## config.mk

```make
export PLATFORM = sky130hd
export DESIGN_NAME = cdb_arbiter_flat
export DESIGN_NICKNAME = d
export VERILOG_FILES = /design/src/rtl/cdb_arbiter_pkg.sv /design/src/rtl/cdb_arbiter_if.sv /design/src/rtl/cdb_rr_pick.sv /design/src/rtl/cdb_arbiter.sv /design/src/flat_wrapper.sv
export SDC_FILE = /design/constraint.sdc
export NUM_CORES = 1
export LEC_CHECK = 0
export CORE_ASPECT_RATIO = 1.1
export CORE_MARGIN = 1.5
export CORE_UTILIZATION = 39
export CTS_BUF_LIST = sky130_fd_sc_hd__clkbuf_8 sky130_fd_sc_hd__clkbuf_16
export CTS_CLUSTER_DIAMETER = 40
export CTS_CLUSTER_SIZE = 25
export DETAILED_ROUTE_END_ITERATION = 10
export GPL_TIMING_DRIVEN = 0
export HOLD_SLACK_MARGIN = 0.02
export PLACE_DENSITY = 0.93
export SLEW_MARGIN = 30
export SYNTH_ARGS = -nofsm -noshare
export SYNTH_HDL_FRONTEND = slang
export SYNTH_SLANG_ARGS = --single-unit
```

## constraint.sdc

```tcl
create_clock -name clk -period 4.6 [get_ports clk]
set_input_delay 1.38 -clock clk [delete_from_list [all_inputs] [get_ports clk]]
set_output_delay 1.38 -clock clk [all_outputs]
set_load 0.01 [all_outputs]
```

## src/rtl/cdb_arbiter_pkg.sv

```systemverilog
// Shared CDB definitions: default bus widths, the "no label" tag used by
// reservation stations and the ROB, and the arbitration mode encoding.
package cdb_arbiter_pkg;

  localparam int CDB_DATA_W  = 32;
  localparam int CDB_LABEL_W = 5;

  // Label value meaning "no producer"; also the CDB label after reset.
  localparam logic [CDB_LABEL_W-1:0] CDB_NO_LABEL = '0;

  typedef enum logic {
    ARB_FIXED = 1'b0,  // highest requesting index wins
    ARB_RR    = 1'b1   // round-robin starting at the pointer
  } arb_mode_e;

endpackage

```

## src/rtl/cdb_arbiter_if.sv

```systemverilog
// Producer-side and broadcast-side signals of the common data bus.
//
// Handshake: a producer raises src_valid[i] with src_data/src_label for
// channel i and holds them stable until src_ready[i] is seen high; a
// transfer happens in a cycle where src_valid[i] & src_ready[i]. src_ready
// is one-hot or zero and never set for a channel that is not valid. The
// broadcast side (cdb_*) is a pure registered output with no back-pressure.
interface cdb_arbiter_if
  import cdb_arbiter_pkg::*;
#(
  parameter int N_SRC   = 4,
  parameter int DATA_W  = CDB_DATA_W,
  parameter int LABEL_W = CDB_LABEL_W
);

  logic [N_SRC-1:0]         src_valid;
  logic [N_SRC*DATA_W-1:0]  src_data;
  logic [N_SRC*LABEL_W-1:0] src_label;
  logic [N_SRC-1:0]         src_ready;
  logic                     cdb_valid;
  logic [DATA_W-1:0]        cdb_data;
  logic [LABEL_W-1:0]       cdb_label;
  logic [N_SRC-1:0]         cdb_src;

  // Producers and CDB consumers.
  modport master (
    output src_valid, src_data, src_label,
    input  src_ready, cdb_valid, cdb_data, cdb_label, cdb_src
  );

  // The arbiter.
  modport slave (
    input  src_valid, src_data, src_label,
    output src_ready, cdb_valid, cdb_data, cdb_label, cdb_src
  );

endinterface

```

## src/rtl/cdb_rr_pick.sv

```systemverilog
// Combinational one-hot picker: round-robin from ptr, or fixed priority
// with the highest requesting index winning.
module cdb_rr_pick
  import cdb_arbiter_pkg::*;
#(
  parameter  int N_SRC = 4,
  localparam int PTR_W = $clog2(N_SRC)
) (
  input  logic [N_SRC-1:0] req,
  input  logic [PTR_W-1:0] ptr,
  input  arb_mode_e        mode,
  output logic [N_SRC-1:0] grant
);

  logic             found;
  logic [PTR_W-1:0] idx;

  // Scan requests and raise exactly one grant bit for the winner.
  always_comb begin
    grant = '0;
    found = 1'b0;
    idx   = '0;
    if (mode == ARB_RR) begin
      for (int k = 0; k < N_SRC; k++) begin
        idx = PTR_W'((int'(ptr) + k) % N_SRC);
        if (!found && req[idx]) begin
          grant[idx] = 1'b1;
          found      = 1'b1;
        end
      end
    end else begin
      for (int i = 0; i < N_SRC; i++) begin
        if (req[i]) begin
          grant    = '0;
          grant[i] = 1'b1;
        end
      end
    end
  end

endmodule

```

## src/rtl/cdb_arbiter.sv

```systemverilog
// Common-data-bus arbiter: picks one completed result per cycle from the
// functional-unit producers and broadcasts it one cycle later on a
// registered CDB. Losing producers simply hold their request.
module cdb_arbiter
  import cdb_arbiter_pkg::*;
#(
  parameter  int N_SRC   = 4,
  parameter  int DATA_W  = CDB_DATA_W,
  parameter  int LABEL_W = CDB_LABEL_W,
  parameter  int RR_MODE = 1,
  localparam int PTR_W   = $clog2(N_SRC)
) (
  input  logic             clk,
  input  logic             rst_n,
  input  logic             flush,
  cdb_arbiter_if.slave     bus,
  output logic [PTR_W-1:0] dbg_ptr
);

  localparam arb_mode_e MODE = (RR_MODE != 0) ? ARB_RR : ARB_FIXED;

  logic [PTR_W-1:0]   ptr_q;
  logic [N_SRC-1:0]   pick;
  logic [N_SRC-1:0]   grant;
  logic               xfer;
  logic [PTR_W-1:0]   g_idx;
  logic [PTR_W-1:0]   next_ptr;
  logic [DATA_W-1:0]  mux_data;
  logic [LABEL_W-1:0] mux_label;

  logic               cdb_valid_q;
  logic [DATA_W-1:0]  cdb_data_q;
  logic [LABEL_W-1:0] cdb_label_q;
  logic [N_SRC-1:0]   cdb_src_q;

  cdb_rr_pick #(.N_SRC(N_SRC)) u_pick (
    .req   (bus.src_valid),
    .ptr   (ptr_q),
    .mode  (MODE),
    .grant (pick)
  );

  // Flush squashes the grant; ready is also held low while in reset.
  always_comb begin
    grant = (flush || !rst_n) ? '0 : pick;
    xfer  = |grant;
  end

  // One-hot mux of the winner's data/label and its index for the pointer.
  always_comb begin
    mux_data  = '0;
    mux_label = '0;
    g_idx     = '0;
    for (int i = 0; i < N_SRC; i++) begin
      if (grant[i]) begin
        mux_data  = mux_data  | bus.src_data[i*DATA_W +: DATA_W];
        mux_label = mux_label | bus.src_label[i*LABEL_W +: LABEL_W];
        g_idx     = PTR_W'(i);
      end
    end
    next_ptr = (g_idx == PTR_W'(N_SRC - 1)) ? '0 : g_idx + 1'b1;
  end

  // Broadcast registers and RR pointer; data/label hold when idle.
  always_ff @(posedge clk or negedge rst_n) begin
    if (!rst_n) begin
      cdb_valid_q <= 1'b0;
      cdb_data_q  <= '0;
      cdb_label_q <= CDB_NO_LABEL;
      cdb_src_q   <= '0;
      ptr_q       <= '0;
    end else if (xfer) begin
      cdb_valid_q <= 1'b1;
      cdb_data_q  <= mux_data;
      cdb_label_q <= mux_label;
      cdb_src_q   <= grant;
      if (MODE == ARB_RR) begin
        ptr_q <= next_ptr;
      end
    end else begin
      cdb_valid_q <= 1'b0;
      cdb_src_q   <= '0;
    end
  end

  assign bus.src_ready = grant;
  assign bus.cdb_valid = cdb_valid_q;
  assign bus.cdb_data  = cdb_data_q;
  assign bus.cdb_label = cdb_label_q;
  assign bus.cdb_src   = cdb_src_q;
  assign dbg_ptr       = ptr_q;

endmodule

```

## src/flat_wrapper.sv

```systemverilog
// flat-port wrapper written by rule: the top's interface ports become plain ports
module cdb_arbiter_flat import cdb_arbiter_pkg::*;
#(
  parameter  int N_SRC   = 4,
  parameter  int DATA_W  = CDB_DATA_W,
  parameter  int LABEL_W = CDB_LABEL_W,
  parameter  int RR_MODE = 1,
  localparam int PTR_W   = $clog2(N_SRC)
)
  (clk, rst_n, flush, dbg_ptr, bus_src_valid, bus_src_data, bus_src_label, bus_src_ready, bus_cdb_valid, bus_cdb_data, bus_cdb_label, bus_cdb_src);
  cdb_arbiter_if #(.N_SRC(N_SRC), .DATA_W(DATA_W), .LABEL_W(LABEL_W)) bus_i ();
  input  logic clk;
  input  logic rst_n;
  input  logic flush;
  output logic [PTR_W-1:0] dbg_ptr;
  input wire logic [$bits(bus_i.src_valid)-1:0] bus_src_valid;
  input wire logic [$bits(bus_i.src_data)-1:0] bus_src_data;
  input wire logic [$bits(bus_i.src_label)-1:0] bus_src_label;
  output wire logic [$bits(bus_i.src_ready)-1:0] bus_src_ready;
  output wire logic [$bits(bus_i.cdb_valid)-1:0] bus_cdb_valid;
  output wire logic [$bits(bus_i.cdb_data)-1:0] bus_cdb_data;
  output wire logic [$bits(bus_i.cdb_label)-1:0] bus_cdb_label;
  output wire logic [$bits(bus_i.cdb_src)-1:0] bus_cdb_src;
  assign bus_i.src_valid = bus_src_valid;
  assign bus_i.src_data = bus_src_data;
  assign bus_i.src_label = bus_src_label;
  assign bus_src_ready = bus_i.src_ready;
  assign bus_cdb_valid = bus_i.cdb_valid;
  assign bus_cdb_data = bus_i.cdb_data;
  assign bus_cdb_label = bus_i.cdb_label;
  assign bus_cdb_src = bus_i.cdb_src;
  cdb_arbiter #(.N_SRC(N_SRC), .DATA_W(DATA_W), .LABEL_W(LABEL_W), .RR_MODE(RR_MODE)) u_core (.clk(clk), .rst_n(rst_n), .flush(flush), .bus(bus_i), .dbg_ptr(dbg_ptr));
endmodule
```

== Word-level counts from Yosys, hierarchy flattened ==
Cells that the tools add are included.
Word-level totals
  output and inout port bits: 48
  input port bits: 155
  word-level logic and storage cells: 78
  flip-flop bits (word level): 44
Cells by class
  reductions and logical operators: 13
  bitwise operators: 9
  $add $sub $neg: 4
  muxes and demuxes: 38
  eq/ne operators: 1
  magnitude comparators: 8
Operator list (count)
  32-bit two-way mux: 4
  32-bit OR: 3
  4-bit two-way mux: 6
  5-bit two-way mux: 4
  5-bit OR: 3
  1-bit two-way mux: 13
  2-bit by 3-bit less-than comparator with 1-bit output (second input constant): 4
  4-bit OR: 3
  1-bit binary-select mux with 2-bit select: 4
  1-bit demux with 2-bit select: 4
  2-bit by 1-bit greater-or-equal comparator with 1-bit output (second input constant): 4
  1-bit logical AND: 7
  2-bit two-way mux: 3
  2-bit by 1-bit adder with 2-bit output (second input constant): 2
  2-bit adder (second input constant): 2
  1-bit zero test: 4
  4-bit OR reduction: 1
  2-bit equality test (second input constant): 1
  1-bit logical OR: 1

== Longest topological paths before layout ==
Gate-level depths: netlist of the first run.
  depth after elaboration: 20
  depth in mapped cells: 11
  mapped depth without buffers: 9

== By module ==
Synthesis of the first run repeated with hierarchy kept, for this count alone.
Unflattened totals
  cell total of the unflattened synthesis: 292
  area, all modules: 2946.6 um^2
Modules (own cells, without submodules)
  cdb_arbiter: instances 1, cells each 232, area an instance 2488.6 um^2
  cdb_rr_pick: instances 1, cells each 60, area an instance 457.9 um^2

== Worst setup path after synthesis of the first run ==
No wires, ideal clock.
  path kind: input to output
  start: input bus_src_valid[3]
  end: output bus_src_ready[1]
  required time: 3.220 ns
  stages on the path: 7
  path slack: 0.174 ns
  arrival time: 3.046 ns
  path buffers: 2
  path through: mux4_2 -> buf_2 -> or3b_4 -> o221ai_1 -> o21ai_1 -> clkbuf_1 -> inv_1
Between the ends
  longest elaborated chain between the ends: 13
  elaborated cells on any way between the ends: 25
  those cells by class: mux: 16; bitwise: 3; reduce/logical: 6
Ends and longest elaborated chain
  from (decl): RTL line flat_wrapper.sv:16  | input wire logic [$bits(bus_i.src_valid)-1:0] bus_src_valid;
  1-bit binary-select mux with 2-bit select: RTL line cdb_rr_pick.sv:26  | if (!found && req[idx]) begin
  1-bit two-way mux (implied by the code): RTL line cdb_rr_pick.sv:26
  1-bit two-way mux: RTL line cdb_rr_pick.sv:26
  1-bit zero test: RTL line cdb_rr_pick.sv:26
  1-bit logical AND: RTL line cdb_rr_pick.sv:26
  1-bit two-way mux: RTL line cdb_rr_pick.sv:26
  1-bit zero test: RTL line cdb_rr_pick.sv:26
  1-bit logical AND: RTL line cdb_rr_pick.sv:26
  1-bit two-way mux: RTL line cdb_rr_pick.sv:26
  1-bit zero test: RTL line cdb_rr_pick.sv:26
  1-bit logical AND: RTL line cdb_rr_pick.sv:26
  4-bit two-way mux *: RTL line cdb_rr_pick.sv:26
  4-bit two-way mux *: RTL line cdb_arbiter.sv:45  | grant = (flush || !rst_n) ? '0 : pick;
  to (decl): RTL line flat_wrapper.sv:19  | output wire logic [$bits(bus_i.src_ready)-1:0] bus_src_ready;
Every way passes the cells marked *; elsewhere a longest branch is shown, timed or not. The select of a mux whose other input is x is not followed.

== Worst setup path after layout of the first run ==
  start: input bus_src_valid[2]
  end: output bus_src_ready[2]
The elaborated chain is that of the path after synthesis.

==> impl_metrics.json, run 1 <==
{
  "clk_pin_slew_worst_paths_ns": 0.08,
  "peakVddDrop_mv": 0.330,
  "synthTopCellsByArea": "dfrtp_1, o211ai_1, o2111ai_1",
  "worst-path-max-fanout": 4,
  "clockBufferDepth": 2,
  "maxSlewHeadroom_pct": 59.0,
  "drc": 0,
  "dpl_cell_area_mm2": 0.00564,
  "maxCapViolations": 0,
  "drt_iter0_markers": 172,
  "gr-total-overflow": 0,
  "crit_path_end_kind": "output pin",
  "async_flop_share_pct": 100,
  "num_antenna_cells": 0,
  "synth_fp_nets": 531,
  "critPathLaunchType": "input port",
  "cts_sinks": 44,
  "grt_use_total_pct": 28.9,
  "finalCritPeriodShare_pct": 97.1,
  "fin_nets": 752,
  "rrSetupSlack_ns": 1.13,
  "ys_warn_count": 0,
  "chipHeight_um": 102,
  "cts_tree": "done",
  "antenna_found_initial": 0,
  "synth_area_mm2": 0.00348,
  "ios": 203,
  "dominantRegCellSynth": "dfrtp_1",
  "setup_violations": 0,
  "final_area_mm2": 0.00589,
  "place.gp.congestion": 0.965,
  "hold_buffers": 0,
  "worst_slew_pin_slew_ns": 0.615,
  "die_w_um": 93.0,
  "core_area_mm2": 0.00854,
  "cts_made_buffers": 5,
  "max_freq_mhz": 224,
  "grt_max_degree": 47,
  "numPortBuffers": 202,
  "p_leak_uw": 0.00249,
  "ctsHtreeMaxLevel": 2,
  "synth_edf_count": 0,
  "worstSetupPathType": "input port to output pin",
  "status": "finished clean",
  "powerDensity_mw_per_mm2": 432,
  "synth_top_area_cell": "dfrtp_1",
  "period_minus_slack_ns": 4.47,
  "grt_pass1_wl_um": 21400,
  "r2r_cells": 14,
  "grt_pass1_vias": 4307,
  "dp.cells": 681,
  "holdWs_ns": 0.489,
  "drive_gt1_share_pct": 15.1,
  "cp.arrival_ns": 3.09,
  "final_antenna_net_count": 0,
  "rsz0062_at_grt": "no",
  "layout_setup_ws_ns": 0.133,
  "ys_seq_area_share_pct": 31.7,
  "hpwlAfterDp_um": 10200,
  "min_to": "u_core.bus.cdb_data[28]",
  "area_growth_pct": 69.5,
  "cts_root_buf": "clkbuf_8",
  "num_rows": 35,
  "maxSlewViolCount": 0,
  "ys_seq_elements": 44,
  "start_util_pct": 40.7,
  "worst_r2r_startpoint": "u_core.dbg_ptr[0]",
  "avgSynthCellArea_um2": 9.45,
  "place_ws_ns": -1.23,
  "firstDrtPassIters": 5,
  "dieArea_mm2": 0.00950,
  "fin_util_pct": 69.0,
  "hold_viol_final": 0,
  "synth.distinct_cells": 26,
  "synth.most_common_cell": "o211ai_1",
  "insertion_delay_ns": 0.29,
  "crit_required_ns": 3.22,
  "syn_inst": 368,
  "hp-start": "u_core.bus.cdb_data[28]",
  "yosysTopAreaCellShare_pct": 31.7,
  "finalNonFillerCells": 701,
  "finalWirelength_um": 14100,
  "r2r_end": "u_core.bus.cdb_data[17]",
  "num_vias": 4151,
  "fin_worst_skew_ns": 0.0108,
  "hp-class": "flip-flop to flip-flop",
  "worstHoldPathCells": 1,
  "avgRoutedWirePerCell_um": 20.1,
  "via_per_inst": 5.92,
  "synth_commonest_cells": "o211ai_1, inv_1, dfrtp_1"
}
what timing repair did:
item / 4_1_cts / 5_1_grt
pin swaps: 11 / 7
hold endpoints to repair: 0 / 0
endpoints found under the setup margin: 4 / 4
setup buffers: 11 / 2
gates resized for setup: 45 / 4
cells in the final DEF, fill, tap and decap left out:
cell type	count
clkdlybuf4s50_1	193
o211ai_1	111
inv_1	48
dfrtp_1	44
o2111ai_1	37
buf_2	27
mux2_1	26
clkbuf_1	16
buf_4	14
mux2_2	11
nand2_1	9
ha_1	8
clkbuf_8	7
buf_6	6
mux4_2	4
clkbuf_2	4
and2_1	3
o221ai_2	2
nor2_2	2
o221ai_4	2
o21ai_4	2
clkinv_2	2
nand2b_1	1
nor4b_4	1
and2_4	1
or3b_4	1
nor2b_1	1
o21ai_2	1
inv_2	1
o2111ai_2	1
nor2_1	1
o21ai_0	1
a21oi_1	1
a31oi_1	1
kinds of logic after synthesis:
family	synth area share [%]
buffers and inverters	12.2
multiplexers	14.6
flip-flops	31.7
AND/OR/NAND/NOR	2.95
AO/OA/AOI/OAI	35.7
adder cells (fa/ha/maj)	2.88
worst max-delay path, stage by stage:
cell and delay [ns]:
clkbuf_2 0.11, mux4_2 0.48, or3b_4 0.46, buf_4 0.16, o221ai_4 0.21, o21ai_4 0.10, inv_1 0.07, buf_2 0.12
routing by layer:
metal / vias to the layer above / global-route usage (%) / wire length, um
met5: - / 0 / 0
met4: 0 / 8.74 / 319
met3: 42 / 6.03 / 1170
met2: 247 / 54.7 / 7380
met1: 1991 / 32.3 / 5220
li1: 1871 / - / -
per-stage QoR:
stage                     power, uW  TNS [ns]
after floorplan                1480         0
after detailed placement       2090     -3.68
final                          2550         0
after global placement         2030    -34.08
after CTS                      2500         0
after global routing           2690         0
final cells by class:
type,instances,area [um^2]
Buffer,46,246
Clock buffer,6,82.6
Clock inverter,2,10.0
Fill cell,634,2650
Inverter,49,184
Multi-Input combinational cell,228,2040
Sequential cell,44,1100
Tap cell,111,139
Timing Repair Buffer,215,2090
power by group:
group / internal [uW] / switching (uW)
sequential: 476 / 56.7
combinational: 828 / 930
clock: 120 / 138
sequential cells by signal, summed over array words and instances, names as in the netlist:
signal                count
u_core.bus.cdb_src        4
u_core.dbg_ptr            2
u_core.bus.cdb_label      5
u_core.bus.cdb_valid      1
u_core.bus.cdb_data      32
worst max-delay path by stage:
stage,end,slack [ns],startpoint
floorplan,bus_src_ready[1],0.17,bus_src_valid[3]
global placement,bus_src_ready[1],-1.97,rst_n
finish,bus_src_ready[2],0.13,bus_src_valid[2]
detailed placement,bus_src_ready[1],-1.23,bus_src_valid[2]
global route,bus_src_ready[1],0.07,rst_n
CTS,bus_src_ready[0],0.01,bus_src_valid[2]
(Power assumes the default switching activity.)
==> run 2, diff against run 1 <==
--- a/config.mk
+++ b/config.mk
@@ -12,9 +12,8 @@
 export CTS_CLUSTER_DIAMETER = 40
 export CTS_CLUSTER_SIZE = 25
 export DETAILED_ROUTE_END_ITERATION = 10
-export GPL_TIMING_DRIVEN = 0
 export HOLD_SLACK_MARGIN = 0.02
-export PLACE_DENSITY = 0.93
+export PLACE_DENSITY_LB_ADDON = 0.12
 export SLEW_MARGIN = 30
 export SYNTH_ARGS = -nofsm -noshare
 export SYNTH_HDL_FRONTEND = slang
==> run 2 against run 1 <==
Effect of this change: flip-flop and latch count unchanged; final area is 1.2% lower; clock power up 22%; first-iteration DRC count up 34%; die area unchanged; critical endpoint unchanged.
==> impl_metrics.json, run 2 (same netlist as run 1, synthesis figures left out) <==
{
  "cts_root_buf": "clkbuf_8",
  "ios": 203,
  "hpwlAfterDp_um": 8950,
  "nFillCells": 716,
  "fin_worst_skew_ns": 0.0113,
  "worstSetupPathType": "input port to output pin",
  "die_w_um": 93.0,
  "grt_use_total_pct": 27.0,
  "crit_path_end_kind": "output pin",
  "largest_register_ffs": 32,
  "avgRoutedWirePerCell_um": 19.5,
  "clk_pin_slew_worst_paths_ns": 0.08,
  "final_cell_mix": "clkdlybuf4s50_1, o211ai_1, inv_1",
  "status": "finished clean",
  "finalSetupTns_ns": 0,
  "drive_gt1_share_pct": 12.9,
  "final_antenna_net_count": 0,
  "numPortBuffers": 202,
  "drc": 0,
  "core_area_mm2": 0.00854,
  "area_growth_pct": 67.5,
  "clockBufferDepth": 2,
  "finalNonFillerCells": 670,
  "rrSetupSlack_ns": 1.37,
  "maxSlewViolCount": 0,
  "max_freq_mhz": 224,
  "finalWirelength_um": 13100,
  "start_util_pct": 40.7,
  "period_minus_slack_ns": 4.46,
  "num_antenna_cells": 0,
  "setup_violations": 0,
  "holdWs_ns": 0.493,
  "drt_iter0_markers": 231,
  "rsz0062_at_grt": "no",
  "antenna_found_initial": 1,
  "hold_viol_final": 0,
  "via_per_inst": 5.86,
  "peakVddDrop_mv": 0.455,
  "hold_buffers": 0,
  "hp-class": "flip-flop to flip-flop",
  "worst-path-max-fanout": 4,
  "chipHeight_um": 102,
  "critPathLaunchType": "input port",
  "finalPower_uw": 2550,
  "finalCritPeriodShare_pct": 97.0,
  "insertion_delay_ns": 0.30,
  "fin_nets": 721,
  "firstDrtPassIters": 7,
  "cp.arrival_ns": 3.08,
  "dieArea_mm2": 0.00950,
  "cts_made_buffers": 5,
  "grt_max_degree": 57,
  "p_leak_uw": 0.00241,
  "cts_sinks": 44,
  "num_rows": 35,
  "maxSlewHeadroom_pct": 63.3,
  "layout_commonest_cell": "clkdlybuf4s50_1",
  "cts_tree": "done",
  "num_vias": 3929,
  "maxCapViolations": 0,
  "place.gp.congestion": 0.863,
  "grt_pass1_wl_um": 20000,
  "ctsHtreeMaxLevel": 2,
  "worst_slew_pin_slew_ns": 0.551,
  "crit_required_ns": 3.22,
  "dp.cells": 656,
  "grt_pass1_vias": 3916,
  "gr-total-overflow": 0,
  "powerDensity_mw_per_mm2": 438
}
[run 2: final timing paths]
| path | cells after the start | startpoint | to |
|---|---|---|---|
| min reg2reg | 1 | u_core.bus.cdb_data[14] | u_core.bus.cdb_data[14] |
| max in group asynchronous | 2 | rst_n | u_core.bus.cdb_data[12] |
| max reg2reg | 12 | u_core.dbg_ptr[0] | u_core.bus.cdb_label[0] |
| min | 1 | u_core.bus.cdb_data[14] | u_core.bus.cdb_data[14] |
| min in group asynchronous | 2 | rst_n | u_core.bus.cdb_data[7] |
| max | 8 | bus_src_valid[3] | bus_src_ready[2] |
[run 2: cell type report]
type	instances	area (um^2)	share of cell area, %
timing repair buffer	230	2210	37.9
clock buffer	6	82.6	1.42
inverter	49	184	3.16
sequential	44	1100	18.9
clock inverter	2	38.8	0.666
tap	111	139	2.38
multi-input combinational	228	2070	35.6
[run 2: stage by stage]
stage / area (um^2) / setup slack, ns / util (%)
2_1_floorplan: 3480 / 0.174 / -
3_3_place_gp: 5650 / -0.538 / 66.2
3_5_place_dp: 5650 / -0.579 / 66.2
4_1_cts: 5810 / -0.0322 / 68.0
5_1_grt: 5830 / 0.0676 / 68.2
6_report: 5830 / 0.138 / 68.2
[run 2: routing by layer]
layer  wire length [um]  vias up  GRT usage [%]  share of wire, %
li1                   -     1809              -                 -
met3                925       26           5.28               7.1
met5                 16        -              0              0.12
met2               6650      177           49.9                51
met1               5120     1915           31.1                39
met4                339        2           9.09               2.6
[run 2: power breakdown]
part           total, uW  leakage, uW  switching, uW  internal [uW]
clock network        315    0.0000614            137            178
registers            513     0.000592           36.4            476
logic               1720      0.00175            933            789
total               2550      0.00241           1110           1440
[run 2: what timing repair did]
item	in CTS	in global routing
pin swaps	1	4
endpoints found under the setup margin	4	4
buffers inserted	4	2
endpoints found under the hold margin	0	0
resized for setup	22	14
[run 2: critical path: stages]
cell and delay [ns]:
clkbuf_2 0.11, mux4_2 0.52, or3b_4 0.46, buf_6 0.14, o221ai_4 0.20, o21ai_2 0.09, inv_1 0.06, buf_2 0.12
==> run 3, diff against run 2 <==
--- a/config.mk
+++ b/config.mk
@@ -10,7 +10,7 @@
 export CORE_UTILIZATION = 39
 export CTS_BUF_LIST = sky130_fd_sc_hd__clkbuf_8 sky130_fd_sc_hd__clkbuf_16
 export CTS_CLUSTER_DIAMETER = 40
-export CTS_CLUSTER_SIZE = 25
+export CTS_CLUSTER_SIZE = 28
 export DETAILED_ROUTE_END_ITERATION = 10
 export HOLD_SLACK_MARGIN = 0.02
 export PLACE_DENSITY_LB_ADDON = 0.12
==> results of run 3 <==
Same layout as run 2: the final DEF is identical, and so are final timing and power.
